===== config.mk =====
export PLATFORM = sky130hd
export DESIGN_NAME = branch_predictor
export DESIGN_NICKNAME = d
export VERILOG_FILES = /design/src/rtl/branch_predictor.sv
export SDC_FILE = /design/constraint.sdc
export NUM_CORES = 2
export LEC_CHECK = 0
export BUFFER_PORTS_ARGS = -buffer_cell sky130_fd_sc_hd__buf_2
export CAP_MARGIN = 30
export CORE_MARGIN = 3
export CORE_UTILIZATION = 50
export DETAILED_ROUTE_END_ITERATION = 12
export GPL_ROUTABILITY_DRIVEN = 0
export PLACE_DENSITY = 0.81
export SYNTH_ARGS = -nofsm -noshare
export SYNTH_HDL_FRONTEND = slang
export SYNTH_SLANG_ARGS = --single-unit

===== constraint.sdc =====
create_clock -name i_clk -period 5.1 [get_ports i_clk]
set_input_delay 1.02 -clock i_clk [delete_from_list [all_inputs] [get_ports i_clk]]
set_output_delay 1.02 -clock i_clk [all_outputs]
set_load 0.005 [all_outputs]

===== src/rtl/branch_predictor.sv =====
// Fetch-stage branch predictor: direct-mapped BTB with 2-bit saturating counters,
// trained and checked at MEM. Optional statistics counters enabled by `BP_STATS_EN.
module branch_predictor #(
   parameter int ENTRIES = 16
) (
   input  logic        i_clk,
   input  logic        i_rst_n,
   input  logic [31:0] i_pc_if,
   output logic        o_pred_taken,
   output logic [31:0] o_pred_target,
   input  logic        i_update_valid,
   input  logic [31:0] i_pc_mem,
   input  logic [31:0] i_inst_mem,
   input  logic        i_taken_mem,
   input  logic [31:0] i_target_mem,
   input  logic        i_pred_taken_mem,
   input  logic [31:0] i_pred_target_mem,
   output logic        o_flush,
`ifdef BP_STATS_EN
   output logic [31:0] o_br_count,
   output logic [31:0] o_mispred_count,
`endif
   output logic [31:0] o_redirect_pc
);

   localparam int IDX_W = $clog2(ENTRIES);
   localparam int TAG_W = 30 - IDX_W;

   localparam logic [6:0] OP_BRANCH = 7'b1100011;
   localparam logic [6:0] OP_JAL    = 7'b1101111;
   localparam logic [6:0] OP_JALR   = 7'b1100111;

   localparam logic [1:0] CTR_WNT = 2'b01;
   localparam logic [1:0] CTR_WT  = 2'b10;
   localparam logic [1:0] CTR_ST  = 2'b11;

   logic [ENTRIES-1:0] valid_q;
   logic [TAG_W-1:0]   tag_q    [ENTRIES];
   logic [31:0]        target_q [ENTRIES];
   logic [1:0]         ctr_q    [ENTRIES];

   logic [IDX_W-1:0] if_idx;
   logic [TAG_W-1:0] if_tag;
   logic             if_hit;

   logic [IDX_W-1:0] mem_idx;
   logic [TAG_W-1:0] mem_tag;
   logic [6:0]       mem_opcode;
   logic             is_ctrl;
   logic             is_branch;
   logic             upd_en;
   logic             mem_hit;

   logic             wr_en;
   logic [31:0]      wr_target;
   logic [1:0]       wr_ctr;

   // Low PC bits and the non-opcode instruction bits play no part in prediction.
   logic unused_bits;
   assign unused_bits = ^{i_pc_if[1:0], i_inst_mem[31:7]};

   // Lookup: reads only registered state, so a same-cycle write is not visible.
   assign if_idx        = i_pc_if[IDX_W+1:2];
   assign if_tag        = i_pc_if[31:IDX_W+2];
   assign if_hit        = valid_q[if_idx] && (tag_q[if_idx] == if_tag);
   assign o_pred_taken  = if_hit && ctr_q[if_idx][1];
   assign o_pred_target = o_pred_taken ? target_q[if_idx] : 32'd0;

   assign mem_idx    = i_pc_mem[IDX_W+1:2];
   assign mem_tag    = i_pc_mem[31:IDX_W+2];
   assign mem_opcode = i_inst_mem[6:0];
   assign is_branch  = (mem_opcode == OP_BRANCH);
   assign is_ctrl    = is_branch || (mem_opcode == OP_JAL) || (mem_opcode == OP_JALR);
   assign upd_en     = i_update_valid && is_ctrl;
   assign mem_hit    = valid_q[mem_idx] && (tag_q[mem_idx] == mem_tag);

   assign o_flush = upd_en &&
                    ((i_taken_mem != i_pred_taken_mem) ||
                     (i_taken_mem && (i_target_mem != i_pred_target_mem)));
   assign o_redirect_pc = (o_flush && i_taken_mem) ? i_target_mem : i_pc_mem + 32'd4;

   // NOTE: every variable gets a default before the branches so no latch is inferred.
   always_comb begin
      wr_en     = 1'b0;
      wr_target = target_q[mem_idx];
      wr_ctr    = ctr_q[mem_idx];
      if (upd_en) begin
         if (mem_hit) begin
            wr_en = 1'b1;
            if (i_taken_mem) begin
               wr_target = i_target_mem;
               wr_ctr    = (ctr_q[mem_idx] == CTR_ST) ? CTR_ST : ctr_q[mem_idx] + 2'd1;
            end else begin
               wr_ctr    = (ctr_q[mem_idx] == 2'b00) ? 2'b00 : ctr_q[mem_idx] - 2'd1;
            end
         end else if (i_taken_mem) begin
            wr_en     = 1'b1;
            wr_target = i_target_mem;
            wr_ctr    = is_branch ? CTR_WT : CTR_ST;
         end
      end
   end

   // NOTE: the table is reset entry by entry because lookups depend on valid/ctr
   // right after reset; sequential state uses non-blocking assignments only.
   always_ff @(posedge i_clk or negedge i_rst_n) begin
      if (!i_rst_n) begin
         valid_q <= '0;
         for (int i = 0; i < ENTRIES; i++) begin
            tag_q[i]    <= '0;
            target_q[i] <= '0;
            ctr_q[i]    <= CTR_WNT;
         end
      end else if (wr_en) begin
         valid_q[mem_idx]  <= 1'b1;
         tag_q[mem_idx]    <= mem_tag;
         target_q[mem_idx] <= wr_target;
         ctr_q[mem_idx]    <= wr_ctr;
      end
   end

`ifdef BP_STATS_EN
   logic [31:0] br_count_q,      br_count_d;
   logic [31:0] mispred_count_q, mispred_count_d;

   assign br_count_d      = br_count_q + {31'd0, upd_en};
   assign mispred_count_d = mispred_count_q + {31'd0, o_flush};

   always_ff @(posedge i_clk or negedge i_rst_n) begin
      if (!i_rst_n) begin
         br_count_q      <= '0;
         mispred_count_q <= '0;
      end else begin
         br_count_q      <= br_count_d;
         mispred_count_q <= mispred_count_d;
      end
   end

   assign o_br_count      = br_count_q;
   assign o_mispred_count = mispred_count_q;
`endif

endmodule


== Yosys cells after proc, flatten, opt, wreduce, memory -nomap -nowiden ==
Index checks and enable logic that the tools add are counted.

* Register bits after elaboration: 976
* Input bits: 165
* Output and inout bits: 66
* Word-level logic and storage cells: 129

* $add $sub $neg: 3
* Order comparisons: 6
* Equal/unequal tests: 8
* Mux-type cells: 47
* Bitwise operators: 3
* Reduce and logical (&&, ||, !) cells: 13

{| class="wikitable"
|+ Operators with widths
! kind !! number
|-
| bitwise mux 512 bit || 1
|-
| bitwise mux 416 bit || 1
|-
| two-way mux 32 bit || 9
|-
| binary-select mux 32 bit (select 4 bit) || 2
|-
| binary-select mux 26 bit (select 4 bit) || 2
|-
| two-way mux 26 bit || 5
|-
| demux 32 bit (select 4 bit) || 1
|-
| demux 26 bit (select 4 bit) || 1
|-
| == test 26 bit || 2
|-
| adder 32 x 3 -> 32 bit (second input constant) || 1
|-
| bitwise mux 32 bit || 1
|-
| != test 32 bit || 1
|-
| two-way mux 2 bit || 11
|-
| == test 7 bit (second input constant) || 3
|-
| binary-select mux 2 bit (select 4 bit) || 2
|-
| OR 16 bit || 1
|-
| >= comparator 5 bit (second input constant) || 2
|-
| less-than comparator 4 x 5 -> 1 bit (second input constant) || 2
|-
| inverter 4 -> 5 bit || 2
|-
| logical AND 1 bit || 9
|-
| binary-select mux 1 bit (select 4 bit) || 2
|-
| demux 2 bit (select 4 bit) || 1
|-
| two-way mux 1 bit || 7
|-
| less-than comparator 5 x 1 -> 1 bit (second input constant) || 1
|-
| 8 further kinds || 10
|}

== Depth between registers and ports, before layout ==
* Depth after elaboration: 10
* Gate-level depth with buffers: 17
* Mapped depth without buffers: 9

== Worst setup path before layout ==
Ideal clock, no wire load.

* Path type: input port to output port
* Start point: in i_pc_if[2]
* End point: out o_pred_target[11]
* Data arrival time: 4.376 ns
* Data required time: 4.080 ns
* Path slack: -0.296 ns
* Cell stages on the path: 8
* Path buffers: 5
* Cell sequence: clkbuf_1 -> buf_1 -> buf_2 -> buf_1 -> buf_1 -> mux4_2 -> mux4_2 -> nor2b_1

* Cells in the longest elaborated chain, start to end: 8
* Elaborated cells on any way between the ends: 16
* Those cells by class: 1 x eq/ne; 12 x mux; 1 x bitwise; 2 x reduce/logical

{| class="wikitable"
|+ Ends and longest elaborated chain
! item !! line !! RTL
|-
| start, declared || 8 || <nowiki>input logic [31:0] i_pc_if,</nowiki>
|-
| inverter 4 -> 5 bit (not written as such) || 65, 66, 67 ||
|-
| binary-select mux 26 bit (select 4 bit) || 65 || <nowiki>assign if_hit = valid_q[if_idx] && (tag_q[if_idx] == if_tag);</nowiki>
|-
| two-way mux 26 bit (not written as such) (2 in series) || 65 ||
|-
| == test 26 bit || 65 ||
|-
| logical AND 1 bit || 65 ||
|-
| logical AND 1 bit || 66 || <nowiki>assign o_pred_taken = if_hit && ctr_q[if_idx][1];</nowiki>
|-
| two-way mux 32 bit * || 67 || <nowiki>assign o_pred_target = o_pred_taken ? target_q[if_idx] : 32'd0;</nowiki>
|-
| end, declared || 10 || <nowiki>output logic [31:0] o_pred_target,</nowiki>
|}

Every way passes the cells marked *; elsewhere a longest branch is shown, timed or not. The select of a mux whose other input is x is not followed.

== Final worst setup path ==
* Start point: in i_pc_if[2]
* End point: out o_pred_target[19]

Same word-level chain as after synthesis.

==> flow_summary_export.csv <==
group,metric,value,unit
cells_and_area,final_common_cell,"dfrtp_1",
routing,num_vias,35400,
power_and_ir_drop,combPwrFrac,0.075,
clocking,cts_sinks,976,
global_routing,grt_pass1_vias,36600,
cells_and_area,drive_gt1_frac,0.413,
power_and_ir_drop,p_clk_frac,0.462,
place,place_hpwl,103000,um
worst_setup_path,startpoint_type,"input port",
logic_synthesis,synth_seq_cells,976,
worst_setup_path,path_common_cell,"mux4_2",
power_and_ir_drop,leakage,29.0,nW
cells_and_area,final_cell_mix,"960 x dfrtp_1, 580 x mux2_1, 555 x mux4_2, 372 x mux2_2, 194 x buf_2",
logic_synthesis,synth_cells,3516,
logic_synthesis,synth_area_per_cell,15.2,um^2
logic_synthesis,synth.area.top_cells,"dfrtp_1 45%, mux4_2 23%, mux2_1 12%",
global_routing,grt_overflow,0,
worst_setup_path,crit_path_top_delay_cell,"mux4_2",
power_and_ir_drop,swShare,0.240,
floorplan,die_h,333,um
logic_synthesis,netlist_area,0.0536,mm^2
clocking,cts_tree,"done",
worst_hold_path,holdCritPathClass,"input port to async pin",
cells_and_area,area_growth_syn_to_layout,14.2,%
place,dp.cells,4972,
clocking,cts_buffer_depth,3,
clocking,cts-root-buf,"clkbuf_16",
worst_setup_path,cp-end-kind,"output pin",
run,cap_violations,0,
outcome,violations,"negative setup slack",
routing,viasPerCell,6.84,
power_and_ir_drop,total_power,16.9,mW
routing,drt_first_pass_iters,5,
routing,wl_met3,18100,um
power_and_ir_drop,p_int,12.9,mW
routing,totalWireLength,160000,um
logic_synthesis,yosysUniqueCellTypes,60,
floorplan,die_w,333,um
worst_setup_path,cp.required,4080,ps
routing,dr_wl_met2,73800,um
sta,period_share,1.01,
logic_synthesis,syn_nets,3685,
sta,skew,37.2,ps
routing,top_layer,"met5",
global_routing,grt_pass1_wl,240000,um
cells_and_area,nets,3858,
clocking,clk_pin_slew,60,ps
floorplan,ios,231,
place,io_buffers,203,
place,pre_cts_slack,-14.0,ps
sta,hold_viol_final,0,
place,placed_cell_area,0.0575,mm^2
cells_and_area,fillers,7823,
logic_synthesis,synth_top_area_share,0.448,
sta,fin_ws,-26.7,ps
clocking,cts_buffers,100,
routing,ant_nets,0,
cells_and_area,final_cells,5166,
worst_setup_path,rr_worst_depth,10,
power_and_ir_drop,powerDensity,277,mW/mm^2
power_and_ir_drop,seq_power_share,0.462,
logic_synthesis,async_reset_ff_frac,1.00,
clocking,cts_max_level,3,
sta,relSlewSlack,0.268,
cells_and_area,design_area,0.0612,mm^2
logic_synthesis,synth_edf_count,0,
worst_setup_path,critPathMaxStageDelay,520,ps
sta,rsz0062_at_grt,"true",
floorplan,core-area,0.106,mm^2
routing,m1WireLength,61300,um
routing,drc,0,
routing,drtIter0Drc,4537,
sta,fin_crit,5130,ps
outcome,status,"finished with violations",
power_and_ir_drop,switchingPower,4.07,mW
clocking,ctsHoldBuffers,0,
global_routing,antenna_found_initial,14,
global_routing,grt_max_degree,149,
floorplan,start_util,0.506,
worst_setup_path,cp_cell_sequence,"buf_8 -> buf_4 -> mux4_2 -> mux4_2 -> xnor2_1 -> o2111ai_2 -> nor3_1 -> nand4_1 -> buf_12 -> nor2b_1 -> buf_2",
logic_synthesis,synth_flop_cell,"dfrtp_1",
clocking,clock_latency,700,ps
sta,final_max_slew_viol_count,0,
logic_synthesis,ys_seq_area_frac,0.456,
sta,worstMarginPinSlew,1090,ps
worst_setup_path,cp_max_fo,33,
sta,fmax,195,MHz
floorplan,rows,119,
worst_setup_path,cp_data_arrival_time,4110,ps
floorplan,die-area,0.111,mm^2
routing,wl_per_cell,31.0,um
sta,setup_viol,1,
worst_setup_path,critPathKind,"input port to output pin",
logic_synthesis,yosysWarnings,0,
power_and_ir_drop,peakVddDrop,0.000284,V
logic_synthesis,synth.largest_area_cell,"dfrtp_1",
global_routing,grt_usage,0.289,
==> power by group through the flow <==
| stage | registers (mW) | clock network, mW | logic (mW) |
|---|---|---|---|
| final | 7.83 | 7.83 | 1.28 |
| after global routing | 7.83 | 8.20 | 1.36 |
| after CTS | 7.82 | 7.89 | 1.27 |
| after detailed placement | 7.96 | 0 | 1.26 |
| after global placement | 7.96 | 0 | 1.25 |
| after floorplan | 7.95 | 0 | 0.638 |
==> flip-flops by register name, indices dropped and copies added, names as in the netlist <==
name      cells
target_q    512
tag_q       416
ctr_q        32
valid_q      16
==> worst max-delay path, delay by kind of cell <==
kind / cells / cell delay [ps]
and+or+nand+nor: 3 / 640
AOI/OAI and AO/OA: 1 / 270
muxes: 2 / 1000
xor gates and xnor gates: 1 / 330
buffers and inverters: 4 / 800
==> per-layer routing <==
metal	track usage	up-vias
met2	0.439	2141
met3	0.0847	415
met5	0	-
met4	0.118	4
li1	-	13900
met1	0.393	18900
==> cell usage after synthesis (3+ instances only) <==
library cell,count
o21ai_0,44
nor2_1,20
mux2_2,372
nand3_1,30
dfrtp_1,960
buf_1,50
and4_1,3
xnor2_1,49
o211ai_1,7
a211oi_1,3
buf_4,9
nor4_1,11
a32o_1,17
o22ai_1,13
mux2i_1,64
a21oi_1,4
nand2b_1,20
buf_2,86
xor2_1,63
nor2b_1,44
a22o_1,4
nor3_1,9
o2111ai_1,3
or2_2,3
clkbuf_1,200
a22oi_1,15
mux4_2,555
nand3_2,10
o31ai_1,4
nand2_1,166
and3_1,4
mux2_1,580
inv_1,15
dfstp_2,16
and2_1,5
ha_1,4
a32oi_1,3
nand4_1,21
==> repair_timing <==
item                                    in CTS  in global routing
endpoints found under the setup margin      10                 34
gates cloned                                 0                  0
resized for setup                            2                  5
setup buffers                                0                  6
==> cell type report <==
type / instances / area (um^2) / area share
sequential: 976 / 24400 / 0.400
timing repair buffer: 418 / 3570 / 0.0584
antenna: 6 / 15.0 / 0.000245
tap: 1391 / 1740 / 0.0285
inverter: 17 / 66.3 / 0.00108
multi-input combinational: 2176 / 27800 / 0.455
clock inverter: 42 / 611 / 0.00998
clock buffer: 140 / 2910 / 0.0475
==> cells by family (layout without fill, tap and decap cells) <==
kind of cell,count (synthesis),in the layout,share of synthesized area
AOI/OAI and AO/OA,136,136,0.0181
DFF,976,976,0.456
other,0,6,0
xor gates and xnor gates,112,112,0.0183
buffers and inverters,364,617,0.0284
muxes,1571,1571,0.445
adders and majority gates,5,5,0.00112
and+or+nand+nor,352,352,0.0324
==> worst paths after layout <==
path                                      to  slack (ps)         from
max in group asynchronous      target_q[345]        3510      i_rst_n
min in group i_clk               valid_q[13]         500  valid_q[13]
min reg2reg                      valid_q[13]         500  valid_q[13]
max reg2reg                       tag_q[385]         980   tag_q[154]
max                        o_pred_target[19]         -30   i_pc_if[2]
min                               tag_q[206]         320      i_rst_n
==> through the flow <==
step            util  TNS [ps]  hold WS (ps)
2_1_floorplan      -         0           446
3_3_place_gp   0.544         0           465
3_5_place_dp   0.544     -14.6           475
4_1_cts        0.577         0           353
5_1_grt        0.578      -275           375
6_report       0.578     -26.7           321
Power figures use the tool's default switching activity.
